## src/rtl/ctrl_trace_pkg.sv

```systemverilog
// Shared types for the control-bus trace decoder: class codes, error codes,
// decoder state and the per-window strobe flag bundle.
package ctrl_trace_pkg;

   localparam int unsigned CLASS_W     = 4;
   localparam int unsigned ERR_W       = 2;
   localparam int unsigned FUNC_W      = 4;
   localparam int unsigned CYC_W       = 4;
   localparam int unsigned NUM_CLASSES = 16;

   typedef enum logic [CLASS_W-1:0] {
      CLS_NOP     = 4'd0,
      CLS_ALU_R   = 4'd1,
      CLS_ALU_I   = 4'd2,
      CLS_LW      = 4'd3,
      CLS_LB      = 4'd4,
      CLS_SW      = 4'd5,
      CLS_SB      = 4'd6,
      CLS_BR_T    = 4'd7,
      CLS_BR_NT   = 4'd8,
      CLS_ILLEGAL = 4'd15
   } instr_class_e;

   typedef enum logic [ERR_W-1:0] {
      ERR_NONE        = 2'd0,
      ERR_WR_CONFLICT = 2'd1,
      ERR_DOUBLE_LDEN = 2'd2,
      ERR_TIMEOUT     = 2'd3
   } err_code_e;

   typedef enum logic {
      ST_ACCUM = 1'b0,
      ST_HALT  = 1'b1
   } dec_state_e;

   // Strobes that are OR-accumulated across one instruction window
   typedef struct packed {
      logic rf_b;
      logic wr_data;
      logic wen;
      logic bin_sel;
      logic mem_wr;
      logic byte_sel;
   } win_flags_t;

   // Saturating increment for the window cycle counter
   function automatic logic [CYC_W-1:0] sat_inc(input logic [CYC_W-1:0] v);
      return (v == '1) ? v : v + CYC_W'(1);
   endfunction

endpackage

```

## src/rtl/ctrl_window_acc.sv

```systemverilog
// Instruction-window accumulator: sticky strobe flags, saturating cycle count
// and last nonzero ALU function. The _c outputs already fold in the current
// cycle so the closing sample is part of the window it closes.
module ctrl_window_acc
   import ctrl_trace_pkg::*;
(
   input  logic              Clk,
   input  logic              Reset,
   input  logic              clr,
   input  win_flags_t        strobes,
   input  logic [FUNC_W-1:0] func,
   output win_flags_t        flags_c,
   output logic [CYC_W-1:0]  cycles_c,
   output logic [FUNC_W-1:0] func_c
);

   win_flags_t        flags_q;
   logic [CYC_W-1:0]  cnt_q;
   logic [FUNC_W-1:0] func_q;

   // Window view including the current cycle
   always_comb begin
      flags_c  = win_flags_t'(flags_q | strobes);
      cycles_c = sat_inc(cnt_q);
      func_c   = (func != '0) ? func : func_q;
   end

   // Accumulate, or start empty on the cycle after a close
   always_ff @(posedge Clk) begin
      if (Reset || clr) begin
         flags_q <= '0;
         cnt_q   <= '0;
         func_q  <= '0;
      end else begin
         flags_q <= flags_c;
         cnt_q   <= cycles_c;
         func_q  <= func_c;
      end
   end

endmodule

```

## src/rtl/ctrl_trace_decoder.sv

```systemverilog
// Passive decoder of the multicycle control bus. Emits one registered
// classification record per PC_LdEn-delimited instruction window, counts
// retirements and flags protocol errors.
// Optional feature: define CTRL_DEC_CLASS_HIST_EN for per-class counters
// readable through Class_Sel / Class_Cnt.
// MAX_CYC must lie in 1..15 so the saturating window count can reach it.
module ctrl_trace_decoder
   import ctrl_trace_pkg::*;
#(
   parameter int unsigned CNT_W       = 16,
   parameter int unsigned MAX_CYC     = 8,
   parameter int unsigned HALT_ON_ERR = 0
) (
   input  logic              Clk,
   input  logic              Reset,
   input  logic              PC_Sel,
   input  logic              PC_LdEn,
   input  logic              RF_B_sel,
   input  logic              RF_WrData_sel,
   input  logic              RF_WEn,
   input  logic              ALU_Bin_sel,
   input  logic              MEM_WrEn,
   input  logic              Mem_In_Out_Sel,
   input  logic [FUNC_W-1:0] ALU_func,
`ifdef CTRL_DEC_CLASS_HIST_EN
   input  logic [CLASS_W-1:0] Class_Sel,
   output logic [CNT_W-1:0]   Class_Cnt,
`endif
   output logic               Instr_Valid,
   output logic [CLASS_W-1:0] Instr_Class,
   output logic [CYC_W-1:0]   Instr_Cycles,
   output logic [FUNC_W-1:0]  Instr_Func,
   output logic [CNT_W-1:0]   Retired_Cnt,
   output logic               Err,
   output logic [ERR_W-1:0]   Err_Code,
   output logic               Halted
);

   dec_state_e        state_q;
   logic              prev_lden_q;
   win_flags_t        strobes;
   win_flags_t        eff;
   logic [CYC_W-1:0]  cyc_c;
   logic [FUNC_W-1:0] func_c;
   logic              acc_clr_c;
   logic              double_c;
   logic              conflict_c;
   logic              timeout_c;
   logic              close_c;
   logic              err_c;
   err_code_e         err_code_c;
   instr_class_e      class_c;

   // Strobe bundle seen by the accumulator
   always_comb begin
      strobes          = '0;
      strobes.rf_b     = RF_B_sel;
      strobes.wr_data  = RF_WrData_sel;
      strobes.wen      = RF_WEn;
      strobes.bin_sel  = ALU_Bin_sel;
      strobes.mem_wr   = MEM_WrEn;
      strobes.byte_sel = Mem_In_Out_Sel;
   end

   // Window is emptied after every close and held empty while halted
   assign acc_clr_c = close_c || (state_q == ST_HALT);

   ctrl_window_acc u_acc (
      .Clk      (Clk),
      .Reset    (Reset),
      .clr      (acc_clr_c),
      .strobes  (strobes),
      .func     (ALU_func),
      .flags_c  (eff),
      .cycles_c (cyc_c),
      .func_c   (func_c)
   );

   // Close detection, error detection and class priority for this window
   always_comb begin
      double_c   = PC_LdEn && prev_lden_q;
      conflict_c = eff.wen && eff.mem_wr;
      timeout_c  = !PC_LdEn && (32'(cyc_c) >= MAX_CYC);
      close_c    = (state_q == ST_ACCUM) && (PC_LdEn || timeout_c);
      err_c      = conflict_c || double_c || timeout_c;

      err_code_c = ERR_NONE;
      if (conflict_c)     err_code_c = ERR_WR_CONFLICT;
      else if (double_c)  err_code_c = ERR_DOUBLE_LDEN;
      else if (timeout_c) err_code_c = ERR_TIMEOUT;

      class_c = CLS_NOP;
      if (err_c) begin
         class_c = CLS_ILLEGAL;
      end else if (eff.mem_wr) begin
         if (eff.byte_sel) class_c = CLS_SB;
         else              class_c = CLS_SW;
      end else if (eff.wr_data) begin
         if (eff.byte_sel) class_c = CLS_LB;
         else              class_c = CLS_LW;
      end else if (eff.wen) begin
         if (eff.bin_sel)  class_c = CLS_ALU_I;
         else              class_c = CLS_ALU_R;
      end else if (PC_Sel) begin
         class_c = CLS_BR_T;
      end else if (eff.rf_b) begin
         class_c = CLS_BR_NT;
      end
   end

   // ACCUM/HALT state machine with the registered record and status outputs
   always_ff @(posedge Clk) begin
      if (Reset) begin
         state_q      <= ST_ACCUM;
         prev_lden_q  <= 1'b0;
         Instr_Valid  <= 1'b0;
         Instr_Class  <= CLS_NOP;
         Instr_Cycles <= '0;
         Instr_Func   <= '0;
         Retired_Cnt  <= '0;
         Err          <= 1'b0;
         Err_Code     <= ERR_NONE;
         Halted       <= 1'b0;
      end else begin
         Instr_Valid <= 1'b0;
         case (state_q)
            ST_ACCUM: begin
               prev_lden_q <= PC_LdEn;
               if (close_c) begin
                  Instr_Valid  <= 1'b1;
                  Instr_Class  <= class_c;
                  Instr_Cycles <= cyc_c;
                  Instr_Func   <= func_c;
                  if (!err_c) begin
                     Retired_Cnt <= Retired_Cnt + CNT_W'(1);
                  end else begin
                     Err <= 1'b1;
                     if (!Err) Err_Code <= err_code_c;
                     if (HALT_ON_ERR != 0) begin
                        state_q <= ST_HALT;
                        Halted  <= 1'b1;
                     end
                  end
               end
            end
            ST_HALT: begin
               Halted <= 1'b1;
            end
            default: begin
               state_q <= ST_ACCUM;
            end
         endcase
      end
   end

`ifdef CTRL_DEC_CLASS_HIST_EN
   logic [CNT_W-1:0] hist_q [NUM_CLASSES];

   // Per-class record counters, bumped on the record edge
   always_ff @(posedge Clk) begin
      if (Reset) begin
         hist_q <= '{default: '0};
      end else if (close_c) begin
         hist_q[class_c] <= hist_q[class_c] + CNT_W'(1);
      end
   end

   assign Class_Cnt = hist_q[Class_Sel];
`endif

endmodule

```

## config.mk

```make
export PLATFORM = sky130hd
export DESIGN_NAME = ctrl_trace_decoder
export DESIGN_NICKNAME = d
export VERILOG_FILES = /design/src/rtl/ctrl_trace_pkg.sv /design/src/rtl/ctrl_window_acc.sv /design/src/rtl/ctrl_trace_decoder.sv
export SDC_FILE = /design/constraint.sdc
export NUM_CORES = 1
export LEC_CHECK = 0
export CAP_MARGIN = 20
export CELL_PAD_IN_SITES_DETAIL_PLACEMENT = 0
export CELL_PAD_IN_SITES_GLOBAL_PLACEMENT = 1
export CORE_MARGIN = 2
export CORE_UTILIZATION = 36
export CTS_CLUSTER_SIZE = 8
export DETAILED_ROUTE_END_ITERATION = 12
export MAX_ROUTING_LAYER = met4
export PLACE_DENSITY_LB_ADDON = 0.1
export SYNTH_ARGS = -nofsm -noshare
export SYNTH_HDL_FRONTEND = slang
export SYNTH_HIERARCHICAL = 1
export SYNTH_SLANG_ARGS = --single-unit
```

## constraint.sdc

```tcl
create_clock -name Clk -period 3.07 [get_ports Clk]
set_clock_uncertainty 0.1 [all_clocks]
set_input_delay 0.614 -clock Clk [delete_from_list [all_inputs] [get_ports Clk]]
set_output_delay 0.614 -clock Clk [all_outputs]
set_load 0.005 [all_outputs]
```

After elaboration in Yosys (flattened, before gate mapping)
Cells that the tools add are included.

Add/subtract/negate cells: 2. $mul: 0. Div/mod/pow operators: 0. Order comparisons: 1. Equality and inequality tests: 1. Shifts and indexed selects: 0. Mux-type cells: 15. Bitwise gates (word level): 3. Reductions and logical operators: 12.

Operators by type and width (count): 2-to-1 mux 4 bit (8); adder 16 x 1 -> 16 bit (second input constant) (1); 2-to-1 mux 2 bit (5); OR 6 bit (1); adder 4 x 1 -> 4 bit (second input constant) (1); == test 4 bit (second input constant) (1); greater-or-equal comparator 4 bit (second input constant) (1); logical OR 1 bit (4); AND reduction 2 bit (2); nonzero test 4 bit (1); logical AND 1 bit (3); 2-to-1 mux 3 bit (1); AND reduction 3 bit (1); inverter 1 bit (2); zero test 1 bit (1); 2-to-1 mux 1 bit (1).

Register bits after elaboration: 47. Latch bits: 0. Bits in writable memories: 0. ROM bits: 0. Input bits: 14. Memories: 0.

Longest topological paths before layout
Gate-level depths: netlist (run 1).

Word-level depth: 7. Gate-level depth with buffers: 9. Mapped depth without buffers: 7.

Modules after synthesis
The synthesis (run 1) kept the hierarchy.

Modules (own cells, without submodules): ctrl_trace_decoder (times used 1, cells an instance 170, area an instance 1388.8 um2); ctrl_window_acc (times used 1, cells an instance 63, area an instance 645.6 um2).

Least setup slack after synthesis (run 1)
Ideal clock, no wire load.

Kind: reg2reg. From: register u_acc.cnt_q[0]. To: register u_acc.cnt_q[2]. Arrival time: 2315 ps. Required time: 2897 ps. Slack: 582 ps. Stages on the path, launching flop included: 10. Buffers on the path: 2. Period minus slack after synthesis: 2488 ps. Cell sequence: dfxtp_1 -> ha_1 -> and4b_1 -> a21oi_1 -> nor2_1 -> inv_1 -> clkbuf_1 -> or2_1 -> buf_2 -> nor3b_2.

Longest elaborated chain between the ends: 6.

Ends and longest elaborated chain: start, declared (line ctrl_window_acc.sv:18) `logic [CYC_W-1:0] cnt_q;`; start signal, assigned (line ctrl_window_acc.sv:36) `cnt_q <= cycles_c;`; adder 4 x 1 -> 4 bit or == test 4 bit (tied branches) (line ctrl_trace_pkg.sv:48) `return (v == '1) ? v : v + CYC_W'(1);`; 2-to-1 mux 4 bit * (line ctrl_trace_pkg.sv:48); via cyc_c[3] (line ctrl_trace_decoder.sv:43) `logic [CYC_W-1:0] cyc_c;`; greater-or-equal comparator 4 bit * (line ctrl_trace_decoder.sv:83) `timeout_c = !PC_LdEn && (32'(cyc_c) >= MAX_CYC);`; logical AND 1 bit * (line ctrl_trace_decoder.sv:83); logical OR 1 bit * (line ctrl_trace_decoder.sv:84) `close_c = (state_q == ST_ACCUM) && (PC_LdEn || timeout_c);`; via acc_clr_c (line ctrl_trace_decoder.sv:45) `logic acc_clr_c;`; logical OR 1 bit * (line ctrl_window_acc.sv:30) `if (Reset || clr) begin`.

The timed path passes the listed nets; every way through them passes the cells marked *. A chain may end at the register's enable or synchronous reset.

==> metrics.md, run 1 <==
| Metric | Value |
|---|---|
| Status | complete, no violations |
| Die Span X | around 79 µm |
| Initial antenna violation count | 0 |
| Reg-to-reg startpoint | u_acc/flags_q[1] |
| Worst hold slack | approximately 350 ps |
| Max Root-Sink Buffers | 2 |
| Clock-pin slew on the worst setup and hold paths | ~90 ps |
| Tightest Hold Check Type | flop to flop |
| Initial Util | 37.17% |
| Peak VDD IR | ~0.19 mV |
| Gr usage total | between 10% and 20% |
| Row cnt | 27 |
| Drt first pass iters | 4 |
| First-pass GRT wire length | about 7 mm |
| Layout cell share with drive strength beyond 1 | under 10% |
| Tmin final | 2542 ps |
| Max-Cap Viols | 0 |
| # hold bufs at CTS | 0 |
| Boundary pin count | 47 |
| Routed via count | 1699 |
| Slowest cell on crit path | or4_1 |
| YS warnings | 6 |
| TritonCTS Buffers | 5 |
| Post-synthesis sequential element count | between 40 and 50 |
| Dominant synthesized flop cell | dfxtp_1 |
| GR Overflow Total | 0 |
| DR iter-0 viols | 50 |
| H-tree depth | 2 |
| Syn Nets | ~250 |
| Critical Path Source Type | input port |
| Leak | between 0.0009 and 0.001 µW |
| Netlist cell types | 43 |
| Critical Path RT | about 3200 ps |
| Wirelength, routed | around 4.2 mm |
| Clock sink count | 47 |
| WHS Path Cells | 2 |
| Placer Congestion | ~0.76 |
| Reg-to-reg slack, setup | about 960 ps |
| Placed Cells | roughly 340 |
| Crit Path Max Fanout | 9 |
| Dpl hpwl | about 3 mm |
| Nets | between 200 and 300 |
| Area leader, netlist | dfxtp_1 |
| Vias/cell | between 4 and 5 |
| WP data arrival | 2680 ps |
| Drt wl/cell | approximately 12 µm |
| Residual DRC | 0 |
| CP Cell Sequence | clkdlybuf4s50_1 > or2_1 > and2_4 > or3_1 > or4_1 > a21oi_1 |
| Count leader, synth | dfxtp_1 |
| Fill cells | 555 |
| Synth top area share | ~46% |
| Final setup viols | 0 |
| Area of the core | roughly 0.0055 mm² |
| RSZ-0062 raised after global routing | false |
| Final WS setup | 528.2 ps |
| Setup repair bufs after CTS | 0 |
| Vias in the first global route | 1573 |
| Clock latency on the worst-skew pair | 300 ps |
| Hold endpoint | Instr_Func[2] |
| Fin crit share | just over 80% |
| Non-filler cells, final | roughly 350 |
| Synth async-reset ratio | 0% |
| TritonCTS clock tree | built |
| Slew Limit Fails | 0 |
| Largest net degree at the start of global routing | 38 |
| Die ar. | about 0.0063 mm² |
| Synth Cell Area | 0.002034 mm² |
| Root Buffer | clkbuf_8 |
| Delay-heaviest family, CP | simple AND/OR/NAND/NOR gates |
| Hold Vio Cnt, Final | 0 |
| Cells after Synth | ~230 |
| Rel. slew slack | slightly above 60% |
| Post-CTS Resized | 0 |
| CP bufs+invs | 1 |
| Input/output buffers | 45 |
| Antenna cells | 0 |
| Setup CP Type | input port to flop |
| Setup_tns | 0 ps |
| Post-synth EDFFs | 0 |
| Crit. End Element | flop |
| Worst Tran Pin Value | 564.9 ps |
| Syn avg cell area | 8.732 µm² |
| Most frequent cells after synthesis | dfxtp_1, nand2_1, nor2_1 |
| Hold path startpoint | Instr_Func[2] |
| Fmax | just under 400 MHz |
| Area Overhead vs Synth | 30.07% |
| R2r endpoint | Retired_Cnt[13] |
| Top cells by area, synth | dfxtp_1, a21oi_1, nand2_1 |
| Pre-CTS WS | approximately 230 ps |
| Max stage delay on crit path | around 530 ps |
| Power Density | about 440 mW/mm² |
| Chip height | slightly below 80 µm |
| Routed Antenna Nets | 0 |
| R2R depth | 5 |
| Seq/Total Area, Yosys | between 40% and 50% |
metrics by stage:
stage | utilization [%] | power, µW | instance area [µm²]
floorplan | - | 729.7 | 2034
global placement | 46.75 | 798.3 | 2559
detailed placement | 46.75 | 798.1 | 2559
CTS | 48.35 | 1177 | 2646
global route | 48.35 | 1218 | 2646
finish | 48.35 | 1161 | 2646
cell families (layout without fill, tap and decap cells):
kind of cell,count (synthesis),count (layout),synth area share (%)
AO/OA/AOI/OAI,43,43,13.04
XOR/XNOR,9,9,3.875
adder cells (fa/ha/maj),2,2,1.230
buffers and inverters,19,65,4.305
flip-flops,47,47,46.25
multiplexers,3,3,1.660
other,1,1,0.1843
AND/OR/NAND/NOR,109,109,29.46
where the power goes:
| part | leakage (µW) | switching [µW] | internal, µW |
|---|---|---|---|
| clock | 0.0000470 | 201 | 177 |
| combinational | 0.000515 | 63.9 | 72.0 |
| sequential | 0.000384 | 14.0 | 633 |
worst min-delay path, stage by stage (launching register included):
cell and delay, ps:
dfxtp_1 310, nand2_1 50, a21oi_1 50
layer usage:
metal  part of all wire (%)  up-vias  GRT usage (%)
met5                      0        -              -
met1                     50      759          18.87
met3                    2.9        6          3.068
li1                       -      903              -
met4                    1.2        0          5.172
met2                     46       31          23.39
layout by cell type, fill, tap and decap left out, types with 3 or more instances in the layout:
cell type        netlist  final
a21oi_1               23     23
a21oi_2                4      4
buf_4                  1      6
clkbuf_8               0      6
clkdlybuf4s50_1        0     45
dfxtp_1               47     47
inv_1                  7      7
mux2_1                 3      3
nand2_1               26     26
nand3_1                6      6
nand4_1                5      5
nor2_1                24     24
nor2b_1                7      7
nor3_1                 6      6
nor3b_1                3      3
nor4_1                 4      4
o21ai_0                4      4
o31ai_1                4      4
or2_1                  5      5
or3_1                  5      5
or4_1                  4      4
or4b_4                 4      4
xnor2_1                6      6
xor2_1                 3      3
final cells by class:
class                   count  area (µm²)  share of cell area [%]
clock buffers               6       82.58                   3.121
clock inverters             1       5.005                  0.1891
inverters                   7       26.28                  0.9929
multi-input cells         167        1006                   38.01
flip-flops and latches     47       940.9                   35.56
well taps                  72       90.09                   3.404
repair buffers             51       495.5                   18.72
sequential cells by signal (all words and copies together), names as in the netlist:
register and flops:
Instr_Func 4, Retired_Cnt 16, u_acc/func_q 4, Instr_Class 4
Instr_Cycles 4, u_acc/flags_q 6, Err 1, Instr_Valid 1
prev_lden_q 1, u_acc/cnt_q 4, Err_Code 2
worst max-delay path by stage:
stage                        start              end  slack, ps  cells after the start
detailed placement        MEM_WrEn  Retired_Cnt[15]        230                      6
CTS                       MEM_WrEn  Retired_Cnt[15]        550                      6
global placement          MEM_WrEn  Retired_Cnt[13]        240                      6
global route              MEM_WrEn  Retired_Cnt[13]        410                      6
floorplan           u_acc/cnt_q[0]   u_acc/cnt_q[2]        580                      9
finish                    MEM_WrEn  Retired_Cnt[13]        530                      6
(Power assumes the default switching activity.)
==> run 2, diff against run 1 <==
Clock period 3.07 ns to 2.65 ns, I/O delays scaled along.
==> run 2 against run 1 <==
  * Global-route usage rose by 1.0 points
  * First-iteration DRC count is 130% higher
  * Critical path depth stayed put
  * Combinational power is 21% higher
  * Highest routed layer unchanged
  * Final area is 1.6% higher
  * Via count is 5.2% higher
  * Flip-flop and latch count unchanged
  * Power grew 19%
  * Sequential power up 16%
  * Largest power group unchanged
  * Routed wire length rose by 4.5%
==> metrics.md, run 2 (synthesis gave the netlist of run 1 again) <==
| Metric | Value |
|---|---|
| Critical Path Source Type | input port |
| Routed via count | 1787 (+5.2%) |
| Nets | 299 (+1.4%) |
| TritonCTS clock tree | built |
| Max Root-Sink Buffers | 2 (unchanged) |
| Initial antenna violation count | 0 (unchanged) |
| Fill cells | 564 (+1.6%) |
| Die ar. | 0.006269 mm² (unchanged) |
| Final setup viols | 0 (unchanged) |
| Drt first pass iters | 4 (unchanged) |
| Area Overhead vs Synth | 32.16% |
| WHS Path Cells | 2 (unchanged) |
| Vias in the first global route | 1641 (+4.3%) |
| Boundary pin count | 47 (unchanged) |
| Commonest non-fill, non-tap cells in the layout | dfxtp_1, clkdlybuf4s50_1, nand2_1 |
| Largest net degree at the start of global routing | 21 (-45%) |
| WP data arrival | 2470 ps (-210 ps) |
| Drt wl/cell | 12.46 µm (+3.1%) |
| Clock latency on the worst-skew pair | 300 ps (about the same) |
| Area of the core | 0.005473 mm² (unchanged) |
| Worst Tran Pin Value | 599.6 ps (+34.73 ps) |
| Tmin final | between 2000 and 2500 ps |
| R2R depth | 7 (+2) |
| Status | complete, no violations |
| Rel. slew slack | 60.03% (-2.3 points) |
| Setup repair bufs after CTS | 0 (unchanged) |
| Fmax | 427.8 MHz |
| Placer Congestion | 0.7455 (-2.0%) |
| Post-CTS Resized | 0 (unchanged) |
| Largest regs | Retired_Cnt x16, u_acc/flags_q x6 |
| Max-Cap Viols | 0 (unchanged) |
| Root Buffer | clkbuf_8 |
| Post-route cell area | 0.002689 mm² (+1.6%) |
| Chip height | 79.18 µm (unchanged) |
| Wirelength, routed | 4.437 mm (+4.5%) |
| Total power | 1386 µW (+19%) |
| Tightest Hold Check Type | flop to flop |
| DR iter-0 viols | 114 (+130%) |
| Hold Vio Cnt, Final | 0 (unchanged) |
| First-pass GRT wire length | 7.638 mm (+6.4%) |
| Peak VDD IR | 0.2070 mV (+8.3%) |
| Critical Path RT | 2780 ps (-420 ps) |
| Leak | 0.0009703 µW (+2.5%) |
| Clock sink count | 47 (unchanged) |
| Row cnt | 27 (unchanged) |
| Clock-pin slew on the worst setup and hold paths | 80 ps (about the same) |
| Initial Util | 37.17% (unchanged) |
| Die Span X | 79.18 µm (unchanged) |
| TritonCTS Buffers | 5 (unchanged) |
| # hold bufs at CTS | 0 (unchanged) |
| Top reg by flops | Retired_Cnt |
| Antenna cells | 0 (unchanged) |
| Residual DRC | 0 (unchanged) |
| Cell Area, Placed | 0.002589 mm² (+1.2%) |
| GR Overflow Total | 0 (unchanged) |
| Slew Limit Fails | 0 (unchanged) |
| Power Density | 515.5 mW/mm² (+18%) |
| Vias/cell | 5.020 (+3.7%) |
| Max reg flops | 16 (unchanged) |
| H-tree depth | 2 (unchanged) |
| RSZ-0062 raised after global routing | false |
| Gr usage total | 15.84% (+1.0 points) |
| Dpl hpwl | 3.206 mm (+8.2%) |
| Layout cell share with drive strength beyond 1 | 10.56% (+1.2 points) |
| Crit. End Element | flop |
| Fin crit share | between 80% and 90% |
| Routed Antenna Nets | 0 (unchanged) |
| Setup CP Type | input port to flop |
| Input/output buffers | 45 (unchanged) |
| Commonest non-fill, non-tap cell in the layout | dfxtp_1 |
| Crit Path Max Fanout | 7 (-2) |
| Setup_tns | 0 ps (unchanged) |
## run 2: through the flow
stage | std cells | setup WS [ps] | hold slack (ps) | utilization, %
finish | 356 | 312.3 | 355.1 | 49.13
global route | 356 | 161.8 | 375.2 | 49.13
CTS | 356 | 310.3 | 360.0 | 49.13
detailed placement | 348 | 1.552 | 347.8 | 47.30
global placement | 348 | 37.12 | 340.7 | 47.30
floorplan | 233 | 162.1 | 348.2 | -
## run 2: worst max-delay path: stages
cell and delay (ps):
clkdlybuf4s50_1 390, or2_1 260, and2_4 160, or3_1 480, or4_1 500, a21oi_1 140
## run 2: area by class of cell
| cell class | count | area (µm²) | area share, % |
|---|---|---|---|
| Multi-Input combinational cell | 167 | 1006 | 37.41 |
| Sequential cell | 47 | 940.9 | 34.99 |
| Clock buffer | 8 | 100.1 | 3.723 |
| Timing Repair Buffer | 55 | 525.5 | 19.54 |
| Tap cell | 72 | 90.09 | 3.350 |
| Inverter | 7 | 26.28 | 0.9772 |
## run 2: path summary, 6_finish.rpt
check                        from         endpoint  slack (ps)
setup / recovery           RF_WEn  Retired_Cnt[12]         310
hold / removal    Instr_Cycles[0]  Instr_Cycles[0]         360
setup reg to reg   u_acc/cnt_q[0]   u_acc/cnt_q[2]         370
hold reg to reg   Instr_Cycles[0]  Instr_Cycles[0]         360
## run 2: report_power, final
part | total [µW] | leakage [µW] | switching (µW) | internal [µW]
combinational | 164 | 0.000534 | 75.5 | 88.3
clock | 473 | 0.0000515 | 235 | 238
sequential | 749 | 0.000384 | 16.6 | 733
total | 1390 | 0.000970 | 327 | 1060
## run 2: metal layers
layer / vias up / GRT usage, % / wire length [µm]
met5: - / - / 0
met1: 832 / 20.16 / 2173
met4: 0 / 4.655 / 56
met2: 37 / 24.92 / 2046
li1: 913 / - / -
met3: 5 / 4.091 / 161
==> run 3, diff against run 2 <==
Settings changed: GPL_TIMING_DRIVEN from default to 0.
==> run 3 against run 2 <==
  * Sequential share of layout area is 0.31 points lower
  * Critical path type unchanged
  * Global-route usage hardly changed
  * Count of clock-buffer cells in the layout is 2 lower
==> metrics.md, run 3 (synthesis gave the netlist of run 1 again) <==
| Metric | Value |
|---|---|
| Boundary pin count | 47 (unchanged) |
| WP data arrival | 2660 ps (+190 ps) |
| Setup CP Type | input port to flop |
| Commonest non-fill, non-tap cells in the layout | dfxtp_1, clkdlybuf4s50_1, nand2_1 |
| Initial antenna violation count | 0 (unchanged) |
| Fmax | 395.9 MHz (-7.5%) |
| Wirelength, routed | 4.518 mm (+1.8%) |
| Dpl hpwl | 3.191 mm (-0.45%) |
| Setup_tns | 0 ps (unchanged) |
| Largest net degree at the start of global routing | 17 (-19%) |
| Crit. End Element | flop |
| Max Root-Sink Buffers | 2 (unchanged) |
| Routed via count | 1764 (-1.3%) |
| Slew Limit Fails | 0 (unchanged) |
| Reg-to-reg startpoint | u_acc/cnt_q[0] |
| Top reg by flops | Retired_Cnt |
| Initial Util | 37.17% (unchanged) |
| Combinational share of power | 11.2% (-0.6 points) |
| Reg-to-reg slack, setup | 250 ps (-120 ps) |
| Pre-CTS WS | -472.6 ps (-474.2 ps) |
| H-tree depth | 2 (unchanged) |
| DR iter-0 viols | 55 (-52%) |
| Peak VDD IR | 0.2643 mV (+28%) |
| RSZ-0062 raised after global routing | false |
| Clock sink count | 47 (unchanged) |
| Hold endpoint | Instr_Func[3] |
| TritonCTS Buffers | 5 (unchanged) |
| Area Overhead vs Synth | 33.33% |
| Worst Tran Pin Value | 569.2 ps (-30.43 ps) |
| Drt wl/cell | 12.62 µm (+1.3%) |
| Final WS setup | 123.9 ps (-188.4 ps) |
| Gr usage total | 15.80% (-0.035 points) |
| Hold Vio Cnt, Final | 0 (unchanged) |
| Rel. slew slack | 62.06% (+2.0 points) |
| Power Density | 538.6 mW/mm² (+4.5%) |
| Placer Congestion | 0.7560 (+1.4%) |
| Critical Path Source Type | input port |
| Area of the core | 0.005473 mm² (unchanged) |
| Commonest non-fill, non-tap cell in the layout | dfxtp_1 |
| TritonCTS clock tree | built |
| Final setup viols | 0 (unchanged) |
| Max reg flops | 16 (unchanged) |
| Max-Cap Viols | 0 (unchanged) |
| Antenna cells | 0 (unchanged) |
| Vias in the first global route | 1704 (+3.8%) |
| Tmin final | 2526 ps (+188.4 ps) |
| Root Buffer | clkbuf_8 |
| # hold bufs at CTS | 0 (unchanged) |
| Tightest Hold Check Type | flop to flop |
| Fin crit share | 95.32% (+7.1 points) |
| Total power | 1461 µW (+5.4%) |
| Chip height | 79.18 µm (unchanged) |
| Layout cell share with drive strength beyond 1 | 11.19% (+0.63 points) |
| Routed Antenna Nets | 0 (unchanged) |
| Die ar. | 0.006269 mm² (unchanged) |
| Reg power frac | 51.3% (-2.8 points) |
| Die Span X | 79.18 µm (unchanged) |
| Clk pwr share | 37.5% (+3.4 points) |
| Psw | 336.3 µW (+2.9%) |
| Largest regs | Retired_Cnt x16, u_acc/flags_q x6 |
| Status | complete, no violations |
| Leak | 0.0009678 µW (-0.26%) |
| Hold path startpoint | Instr_Func[3] |
| WHS Path Cells | 2 (unchanged) |
| Clock-pin slew on the worst setup and hold paths | 90 ps (about the same) |
| Vias/cell | 4.927 (-1.8%) |
| Row cnt | 27 (unchanged) |
| Clock latency on the worst-skew pair | 300 ps (about the same) |
| Drt first pass iters | 4 (unchanged) |
| Net Sw Frac | 23.02% (-0.55 points) |
| Critical Path Source | MEM_WrEn |
| R2r endpoint | u_acc/cnt_q[2] |
| Layout Utilization | 49.57% (+0.43 points) |
| R2R depth | 8 (+1) |
| GR Overflow Total | 0 (unchanged) |
| Input/output buffers | 45 (unchanged) |
| Residual DRC | 0 (unchanged) |
| Crit Path Max Fanout | 9 (+2) |
| Critical Path RT | 2780 ps (about the same) |
| Internal Dissipation | 1125 µW (+6.1%) |
| Nets | 301 (+0.67%) |
| First-pass GRT wire length | 7.665 mm (+0.35%) |
run 3: per-layer routing:
metal,vias up,wire length [µm],share of wire [%],track usage [%]
li1,921,-,-,-
met1,807,2286,51,20.24
met2,31,2023,45,24.75
met3,5,155,3.4,3.068
met4,0,52,1.2,6.034
met5,-,0,0,-
run 3: per-stage QoR:
stage               instances  instance area, µm²  hold WS [ps]
global placement          350                2575         339.4
CTS                       358                2708         355.3
finish                    358                2713         354.1
detailed placement        350                2575         343.3
floorplan                 233                2034         348.2
global route              358                2713         378.2
run 3: cell type report:
class / instances / area (µm²)
repair buffers: 46 / 457.9
clock buffers: 6 / 82.58
plain buffers: 11 / 57.56
well taps: 72 / 90.09
multi-input cells: 167 / 1018
flip-flops and latches: 47 / 940.9
inverters: 7 / 30.03
fillers: 559 / 2760
clock inverters: 2 / 35.03
run 3: worst max path at each step:
stage	cells past startpoint	to
global placement	7	u_acc/cnt_q[2]
global route	8	u_acc/cnt_q[2]
finish	8	Retired_Cnt[15]
detailed placement	9	u_acc/cnt_q[2]
CTS	8	Retired_Cnt[15]
floorplan	9	u_acc/cnt_q[2]
run 3: power groups by stage:
stage          registers, µW  logic (µW)  clock network, µW
6_report                 749         164                548
5_1_grt                  753         183                591
4_1_cts                  750         164                572
3_5_place_dp             766         161                  0
3_3_place_gp             766         160                  0
2_1_floorplan            764        81.2                  0
run 3: timing repair:
action / 4_1_cts / 5_1_grt
resized for setup: 3 / 2
endpoints found under the hold margin: 0 / 0
buffers inserted: 1 / 0
setup endpoints to repair: 16 / 4
run 3: critical path, stage by stage:
cell and delay, ps:
clkdlybuf4s50_1 400, or2_4 280, and2_4 160, buf_6 130, or3_1 350, buf_2 160
or4_1 500, a21oi_1 150
